`src/rtl/rwc_pkg.sv`:
```
// Shared types and constants for the read-write-collision challenge sequencer.
// Optional build macro used by the sequencer: RWC_MAJORITY_VOTE_EN.
package rwc_pkg;

    localparam int RWC_ADDR_W = 10;
    localparam int RWC_DATA_W = 32;

    localparam logic [RWC_DATA_W-1:0] RWC_LFSR_POLY    = 32'h8020_0003;
    localparam logic [RWC_DATA_W-1:0] RWC_DEFAULT_SEED = 32'h0000_0001;

    typedef logic [2:0] rwc_state_t;

    localparam rwc_state_t ST_IDLE    = 3'd0;
    localparam rwc_state_t ST_ISSUE   = 3'd1;
    localparam rwc_state_t ST_WAIT_LO = 3'd2;
    localparam rwc_state_t ST_WAIT_HI = 3'd3;
    localparam rwc_state_t ST_SETTLE  = 3'd4;
    localparam rwc_state_t ST_CAPTURE = 3'd5;
    localparam rwc_state_t ST_OUTPUT  = 3'd6;

    // Galois right-shift step; the polynomial taps are folded in when bit 0 shifts out.
    function automatic logic [RWC_DATA_W-1:0] lfsr_next(input logic [RWC_DATA_W-1:0] x);
        return (x >> 1) ^ (x[0] ? RWC_LFSR_POLY : '0);
    endfunction

endpackage

```
`src/rtl/rwc_lfsr32.sv`:
```
// 32-bit challenge LFSR with load/step control; an all-zero seed would lock up,
// so it is replaced by the default seed on load.
module rwc_lfsr32
    import rwc_pkg::*;
(
    input  logic                  clk,
    input  logic                  rst,
    input  logic                  load,
    input  logic                  step,
    input  logic [RWC_DATA_W-1:0] seed,
    output logic [RWC_DATA_W-1:0] state
);

    always_ff @(posedge clk or posedge rst) begin
        if (rst) begin
            state <= '0;
        end else if (load) begin
            state <= (seed == '0) ? RWC_DEFAULT_SEED : seed;
        end else if (step) begin
            state <= lfsr_next(state);
        end
    end

endmodule

```
`src/rtl/rwc_chal_seq.sv`:
```
// Challenge sequencer / response collector for the RWC PUF generator.
// Build macro RWC_MAJORITY_VOTE_EN: evaluate each challenge three times and vote 2-of-3.
module rwc_chal_seq
    import rwc_pkg::*;
#(
    parameter int SETTLE_CYC  = 2,
    parameter int TIMEOUT_CYC = 16
) (
    input  logic                  clk,
    input  logic                  rst,
    input  logic                  start,
    input  logic [15:0]           num_chal,
    input  logic [RWC_DATA_W-1:0] seed,
    input  logic [RWC_ADDR_W-1:0] addr_base,
    output logic                  busy,
    output logic                  done,
    output logic                  error,
    output logic                  gen_enable,
    output logic [RWC_DATA_W-1:0] cha_data,
    output logic [RWC_ADDR_W-1:0] cha_addr,
    input  logic                  available,
    input  logic [RWC_DATA_W-1:0] rsp_in,
    output logic                  rsp_valid,
    input  logic                  rsp_ready,
    output logic [RWC_DATA_W-1:0] rsp_data,
    output logic [RWC_ADDR_W-1:0] rsp_addr,
    output logic [15:0]           rsp_index
);

    localparam logic [7:0] TMO_LAST    = 8'(TIMEOUT_CYC - 1);
    localparam logic [3:0] SETTLE_LAST = 4'(SETTLE_CYC - 1);

    rwc_state_t  state;
    logic [15:0] num_q;
    logic [15:0] idx;
    logic [7:0]  tmo_cnt;
    logic [3:0]  settle_cnt;
    logic        last;
    logic        lfsr_load;
    logic        lfsr_step;

`ifdef RWC_MAJORITY_VOTE_EN
    logic [1:0]            pass_q;
    logic [RWC_DATA_W-1:0] vote0;
    logic [RWC_DATA_W-1:0] vote1;
`endif

    assign last      = (idx == num_q - 16'd1);
    assign lfsr_load = (state == ST_IDLE) && start;
    assign lfsr_step = (state == ST_OUTPUT) && rsp_ready && !last;

    rwc_lfsr32 u_lfsr (
        .clk   (clk),
        .rst   (rst),
        .load  (lfsr_load),
        .step  (lfsr_step),
        .seed  (seed),
        .state (cha_data)
    );

    always_ff @(posedge clk or posedge rst) begin
        if (rst) begin
            state      <= ST_IDLE;
            num_q      <= '0;
            idx        <= '0;
            tmo_cnt    <= '0;
            settle_cnt <= '0;
            busy       <= 1'b0;
            done       <= 1'b0;
            error      <= 1'b0;
            gen_enable <= 1'b0;
            cha_addr   <= '0;
            rsp_valid  <= 1'b0;
            rsp_data   <= '0;
            rsp_addr   <= '0;
            rsp_index  <= '0;
`ifdef RWC_MAJORITY_VOTE_EN
            pass_q     <= '0;
            vote0      <= '0;
            vote1      <= '0;
`endif
        end else begin
            // NOTE: strobes default low here and are re-asserted below only in their one cycle;
            // non-blocking assignment makes the later write win without ordering hazards.
            done       <= 1'b0;
            gen_enable <= 1'b0;
            case (state)
                ST_IDLE: begin
                    if (start) begin
                        error    <= 1'b0;
                        num_q    <= num_chal;
                        idx      <= '0;
                        cha_addr <= addr_base;
`ifdef RWC_MAJORITY_VOTE_EN
                        pass_q   <= '0;
`endif
                        if (num_chal == 16'd0) begin
                            done <= 1'b1;
                        end else begin
                            busy       <= 1'b1;
                            gen_enable <= 1'b1;
                            state      <= ST_ISSUE;
                        end
                    end
                end
                ST_ISSUE: begin
                    tmo_cnt <= '0;
                    state   <= ST_WAIT_LO;
                end
                ST_WAIT_LO, ST_WAIT_HI: begin
                    if ((state == ST_WAIT_LO) ? !available : available) begin
                        tmo_cnt    <= '0;
                        settle_cnt <= '0;
                        state      <= (state == ST_WAIT_LO) ? ST_WAIT_HI : ST_SETTLE;
                    end else if (tmo_cnt == TMO_LAST) begin
                        // Generator never answered: abort the run with no response emitted.
                        error <= 1'b1;
                        done  <= 1'b1;
                        busy  <= 1'b0;
                        state <= ST_IDLE;
                    end else begin
                        tmo_cnt <= tmo_cnt + 8'd1;
                    end
                end
                ST_SETTLE: begin
                    if (settle_cnt == SETTLE_LAST) begin
                        state <= ST_CAPTURE;
                    end else begin
                        settle_cnt <= settle_cnt + 4'd1;
                    end
                end
                ST_CAPTURE: begin
`ifdef RWC_MAJORITY_VOTE_EN
                    if (pass_q != 2'd2) begin
                        if (pass_q == 2'd0) vote0 <= rsp_in;
                        else                vote1 <= rsp_in;
                        pass_q     <= pass_q + 2'd1;
                        gen_enable <= 1'b1;
                        state      <= ST_ISSUE;
                    end else begin
                        rsp_data  <= (vote0 & vote1) | (vote0 & rsp_in) | (vote1 & rsp_in);
                        rsp_addr  <= cha_addr;
                        rsp_index <= idx;
                        rsp_valid <= 1'b1;
                        pass_q    <= '0;
                        state     <= ST_OUTPUT;
                    end
`else
                    rsp_data  <= rsp_in;
                    rsp_addr  <= cha_addr;
                    rsp_index <= idx;
                    rsp_valid <= 1'b1;
                    state     <= ST_OUTPUT;
`endif
                end
                ST_OUTPUT: begin
                    if (rsp_ready) begin
                        rsp_valid <= 1'b0;
                        if (last) begin
                            done  <= 1'b1;
                            busy  <= 1'b0;
                            state <= ST_IDLE;
                        end else begin
                            idx        <= idx + 16'd1;
                            cha_addr   <= cha_addr + 10'd1;
                            gen_enable <= 1'b1;
                            state      <= ST_ISSUE;
                        end
                    end
                end
                default: state <= ST_IDLE;
            endcase
        end
    end

endmodule

```
`config.mk`:
```
export PLATFORM = sky130hd
export DESIGN_NAME = rwc_chal_seq
export DESIGN_NICKNAME = d
export VERILOG_FILES = /design/src/rtl/rwc_pkg.sv /design/src/rtl/rwc_lfsr32.sv /design/src/rtl/rwc_chal_seq.sv
export SDC_FILE = /design/constraint.sdc
export NUM_CORES = 1
export LEC_CHECK = 0
export ABC_AREA = 1
export CORE_MARGIN = 10
export CORE_UTILIZATION = 50
export DETAILED_ROUTE_END_ITERATION = 10
export MAX_ROUTING_LAYER = met4
export PLACE_DENSITY = 0.84
export SYNTH_ARGS = -nofsm -noshare
export SYNTH_HDL_FRONTEND = slang
export SYNTH_SLANG_ARGS = --single-unit
```
`constraint.sdc`:
```
create_clock -name clk -period 6.75 [get_ports clk]
set_input_delay 1.0125 -clock clk [delete_from_list [all_inputs] [get_ports clk]]
set_output_delay 1.0125 -clock clk [all_outputs]
set_load 0.01 [all_outputs]
```
Word-level counts from Yosys, hierarchy flattened --
Cells that the tools add are included.
Word-level totals: register bits 152, input port bits 95, output and inout port bits 105, logic and storage cells 119
Operators by class: add/sub/neg operators 5, eq/ne operators 21, multiplexer cells 53, bitwise operators 1, reductions and logical operators 24
Operators by type and width (number):
- 32-bit two-way mux | 4
- 16-bit two-way mux | 3
- 32-bit zero test | 1
- 16-bit case mux with 2 select lines | 1
- 31-bit by 32-bit bitwise XOR with 32-bit output | 1
- 10-bit two-way mux | 3
- 1-bit two-way mux | 22
- 3-bit two-way mux | 7
- 2-bit inequality test (second input constant) | 10
- 10-bit case mux with 2 select lines | 1
- 3-bit case mux with 6 select lines | 1
- 16-bit by 1-bit adder with 16-bit output (second input constant) | 1
- 16-bit equality test | 1
- 16-bit zero test | 1
- 8-bit two-way mux | 2
- 8-bit case mux with 2 select lines | 1
- 16-bit by 1-bit subtractor with 16-bit output (second input constant) | 1
- 2-bit nonzero test | 6
- 10-bit by 1-bit adder with 10-bit output (second input constant) | 1
- 3-bit equality test (second input constant) | 3
- 8-bit by 1-bit adder with 8-bit output (second input constant) | 1
- 8-bit by 4-bit equality test with 1-bit output (second input constant) | 1
- 4-bit two-way mux | 2
- 4-bit case mux with 2 select lines | 1
- 17 further kinds | 28

Longest topological paths before layout --
depth after elaboration 6, depth in mapped cells 18, depth with buffers taken out 15

Hierarchy --
A second synthesis with hierarchy kept.
Unflattened totals: cells, all modules 941, area total of the unflattened synthesis 7981.4 µm²
By module, submodules not included:
- rwc_chal_seq | instances 1, cells each 727, area each 6332.3 µm², seq. area each 3002.9 µm²
- rwc_lfsr32 | instances 1, cells each 214, area each 1649.1 µm², seq. area each 800.8 µm²

Least setup slack after synthesis --
OpenSTA, ideal clock, no wires.
path type input port to flip-flop, from in available, to reg tmo_cnt[4], library setup time 0.088 ns, arrival 2.183 ns, data required time 6.662 ns, path slack 4.478 ns, stages 9, buffers on the path 1, cell sequence inv_1 ha_1 inv_1 o21ai_0 nand2_1 clkbuf_1 nand2_1 inv_1 nor3b_1
Between the ends: longest elaborated chain between the ends 4, elaborated cells between the ends (all ways) 6, those cells by class eq/ne: 1; mux: 3; reduce/logical: 2
RTL lines:
- start, declared | RTL line rwc_chal_seq.sv:21 | input logic available,
- 1-bit zero test | RTL line rwc_chal_seq.sv:111 | if ((state == ST_WAIT_LO) ? !available : available) begin
- 1-bit two-way mux * | RTL line rwc_chal_seq.sv:111
- 8-bit two-way mux or 3-bit inequality test (tied branches)
- 8-bit case mux with 2 select lines or 2-bit AND reduction (tied branches)
- end signal, assigned | RTL line rwc_chal_seq.sv:122 | tmo_cnt <= tmo_cnt + 8'd1;
- end, declared | RTL line rwc_chal_seq.sv:36 | logic [7:0] tmo_cnt;
Every way passes the cells marked *; elsewhere a longest branch is shown, timed or not. A chain may end at the register's enable or synchronous reset.

Worst setup path in the final report --
from reg state[1], to reg cha_addr[8]
Between the ends: longest elaborated chain between the ends 3, elaborated cells between the ends (all ways) 8, those cells by class eq/ne: 4; mux: 1; reduce/logical: 3
RTL lines:
- start, declared | RTL line rwc_chal_seq.sv:33 | rwc_state_t state;
- start signal, assigned | RTL line rwc_chal_seq.sv:114 | state <= (state == ST_WAIT_LO) ? ST_WAIT_HI : ST_SETTLE;
- 3-bit equality test or 3-bit zero test (tied branches) | RTL line rwc_chal_seq.sv:87 | case (state)
- 2-bit inequality test (no line) or 2-bit nonzero test (tied branches)
- 4-bit AND reduction (no line)
- end signal, assigned | RTL line rwc_chal_seq.sv:93 | cha_addr <= addr_base;
- end signal, assigned | RTL line rwc_chal_seq.sv:165 | cha_addr <= cha_addr + 10'd1;
- end, declared | RTL line rwc_chal_seq.sv:20 | output logic [RWC_ADDR_W-1:0] cha_addr,
Parallel ways exist; a longest one is shown, timed or not.

==> impl_metrics.env <==
export IMPL_muxShareOfSynthArea_pct=5.462
export IMPL_yosys_area_share_adder_pct=1.278
export IMPL_port_buffer_count=199
export IMPL_setup_tns_ns=0
export IMPL_grt_max_degree=105
export IMPL_ctsResizeCount=0
export IMPL_use_met3_pct=4.595
export IMPL_synth_most_common_cell="nand2_1"
export IMPL_place_area_um2=9926
export IMPL_cts_buffers=17
export IMPL_cts_root_buf="clkbuf_16"
export IMPL_worst_ir_drop_vdd_v=0.0003113
export IMPL_finalMaxSlewViolations=0
export IMPL_status="finished clean"
export IMPL_drc_errors=0
export IMPL_synth_top_family_by_area="simple AND/OR/NAND/NOR gates"
export IMPL_yosysTopAreaCell="dfrtp_1"
export IMPL_vias=7227
export IMPL_diodes=0
export IMPL_rsz0062_at_grt="no"
export IMPL_busiest_layer="met2"
export IMPL_first_global_vias=6955
export IMPL_synth_compound_area_share_pct=6.117
export IMPL_synth_area_um2=7834
export IMPL_hpwl_mm=15.81
export IMPL_postRouteWirelength_mm=21.85
export IMPL_nets=1253
export IMPL_cap_violations=0
export IMPL_grt_overflow=0
export IMPL_timing_rr_start="state[1]$_DFFE_PP0P_"
export IMPL_worst_slack_ns=2.379
export IMPL_timing_fmax_mhz=228.8
export IMPL_area_growth_pct=34.21
export IMPL_die_area_um2=21070
export IMPL_drt_pass1_iter_count=5
export IMPL_synthSimpleGateAreaFrac_pct=28.00
export IMPL_antenna_found_initial=0
export IMPL_antenna_left=0
export IMPL_start_kind="flip-flop"
export IMPL_worst_pin_slew_ns=1.092
export IMPL_synth_warning_count=0
export IMPL_finalSetupViolations=0
export IMPL_path_max_fanout=44
export IMPL_place_gp_congestion=0.9276
export IMPL_synth_cells=971
export IMPL_hold_viol=0
export IMPL_die_h_um=145.2
export IMPL_avgSynthCellArea_um2=8.068
export IMPL_hold_class="flip-flop to flip-flop"
export IMPL_grt_pass1_wl_mm=35.91
export IMPL_row_count=45
export IMPL_coreArea_um2=15260
export IMPL_synth_edf_count=0
export IMPL_rrSetupSlack_ns=2.38
export IMPL_r2r_end="cha_addr[8]$_DFFE_PP0P_"
export IMPL_finalCritPeriodShare_pct=64.75
export IMPL_synth_flop_cell="dfrtp_1"
export IMPL_fin_util_pct=68.91
export IMPL_synth_top_cell_area_share_pct=48.55
export IMPL_drive_above_1_share_pct=7.309
export IMPL_synth_common_cells="nand2_1 (325), dfrtp_1 (152), inv_1 (80)"
export IMPL_die_w_um=145.2
export IMPL_synth_area_leaders="dfrtp_1 (49%), nand2_1 (16%), mux2_2 (5.5%)"
export IMPL_start_util_pct=51.34
export IMPL_stdcell_area_um2=10510
export IMPL_num_io_pins=200
export IMPL_slew_headroom_pct=26.99
export IMPL_clk_latency_ns=0.42
export IMPL_path_class="flip-flop to flip-flop"
export IMPL_wire_per_inst_um=15.90
export IMPL_synth_xor_area_share_pct=4.089
export IMPL_crit_start="state[1]$_DFFE_PP0P_"
export IMPL_hold_depth=2
export IMPL_arrival_ns=4.71
export IMPL_cts_max_path_buffers=2
export IMPL_synth_seq_cells=152
export IMPL_synth_seq_area_share_pct=48.55
export IMPL_grt_use_met1_pct=27.50
export IMPL_ctsHoldBuffers=0
export IMPL_cp_required_ns=7.08
export IMPL_tritoncts="yes"
export IMPL_synth_cell_types=33
export IMPL_crit_end="cha_addr[8]$_DFFE_PP0P_"
export IMPL_grt_util_met2_pct=31.67
export IMPL_p_leak_nw=4.913
export IMPL_finalClockSkew_ns=0.009467
export IMPL_fin_crit_ns=4.371
export IMPL_grt_usage_pct=20.87
export IMPL_cts_htree_levels=4
export IMPL_syn_nets=1074
export IMPL_cts_sinks=152
export IMPL_cp_end_kind="flip-flop"
export IMPL_cts_clk_slew_worst_paths_ns=0.06
export IMPL_preCtsSetupSlack_ns=2.476
export IMPL_vias_per_cell=5.260
export IMPL_drtIter0Drc=457
export IMPL_synth_async_reset_ratio_pct=100.0
export IMPL_worst_r2r_path_depth=9
export IMPL_post_cts_buffers=0
export IMPL_p_per_area_nw_per_um2=424.0
==> critical path: stages, from the launching register on <==
cell	delay (ns)
dfrtp_1	0.43
inv_1	0.13
nor2_1	0.15
nand2_1	0.65
clkinv_1	0.47
nand3_2	0.76
nand2_2	0.89
buf_4	0.52
nand2_1	0.12
o21ai_0	0.11
==> sequential cells by signal, indices dropped and copies added (netlist names), 3 cells and up <==
name and cells:
rsp_data 32, u_lfsr.state 32, idx 16, num_q 16, rsp_index 16, cha_addr 10
rsp_addr 10, tmo_cnt 8, settle_cnt 4, state 3
==> through the flow <==
step	instances	hold WS [ns]	power, mW
after floorplan	971	0.4563	2.636
after global placement	1342	0.4642	3.456
after detailed placement	1342	0.4725	3.526
after CTS	1374	0.4878	4.478
after global routing	1374	0.5055	4.771
final	1374	0.4843	4.458
==> cell families (layout without fill, tap and decap cells) <==
logic type               after synthesis  count (layout)
AND/OR/NAND/NOR                      520             520
flip-flops                           152             152
buffers and inverters                124             316
AO/OA/AOI/OAI                         94              94
XOR/XNOR                              35              35
adder cells (fa/ha/maj)                8               8
multiplexers                          38              38
==> layout by cell type (no fill, tap or decap), drive strengths merged, types with 3 or more instances in the layout <==
cell type / n
clkdlybuf4s50: 199
dfrtp: 152
nand3: 79
nand3b: 4
o21ai: 79
xor2: 26
nor3: 12
nor2: 69
nor4: 10
clkinv: 11
ha: 8
inv: 82
nand2: 328
a21oi: 10
nor3b: 4
clkbuf: 18
mux2: 38
xnor2: 8
buf: 3
nand4: 11
==> worst min path at each step <==
| stage | to | slack (ns) | startpoint |
|---|---|---|---|
| after CTS | rsp_index[0]$_DFFE_PP0P_ | 0.49 | rsp_index[0]$_DFFE_PP0P_ |
| after global placement | rsp_index[8]$_DFFE_PP0P_ | 0.46 | rsp_index[8]$_DFFE_PP0P_ |
| after floorplan | tmo_cnt[6]$_DFFE_PP0P_ | 0.46 | tmo_cnt[6]$_DFFE_PP0P_ |
| after detailed placement | rsp_addr[6]$_DFFE_PP0P_ | 0.47 | rsp_addr[6]$_DFFE_PP0P_ |
| final | rsp_index[11]$_DFFE_PP0P_ | 0.48 | rsp_index[11]$_DFFE_PP0P_ |
| after global routing | rsp_addr[6]$_DFFE_PP0P_ | 0.51 | rsp_addr[6]$_DFFE_PP0P_ |
==> metal layers <==
metal	up-vias	wire, um
li1	3474	-
met1	3421	9978
met2	303	10100
met3	29	1426
met4	0	348
met5	-	0
==> where the power goes <==
| group | internal (mW) | leakage, nW | switching (mW) | total [mW] |
|---|---|---|---|---|
| clock network | 0.556 | 0.290 | 0.387 | 0.943 |
| registers | 1.25 | 1.95 | 0.289 | 1.54 |
| logic | 0.952 | 2.67 | 1.02 | 1.97 |
==> final cells by class <==
class                      count  area [um^2]
clock buffer                  18        439.2
inverter                      82        312.8
sequential                   152         3804
fill                        1187         4745
tap                          211        264.0
clock inverter                14        148.9
timing repair buffer         202         2014
multi-input combinational    695         3531
Power figures use the tool's default switching activity.
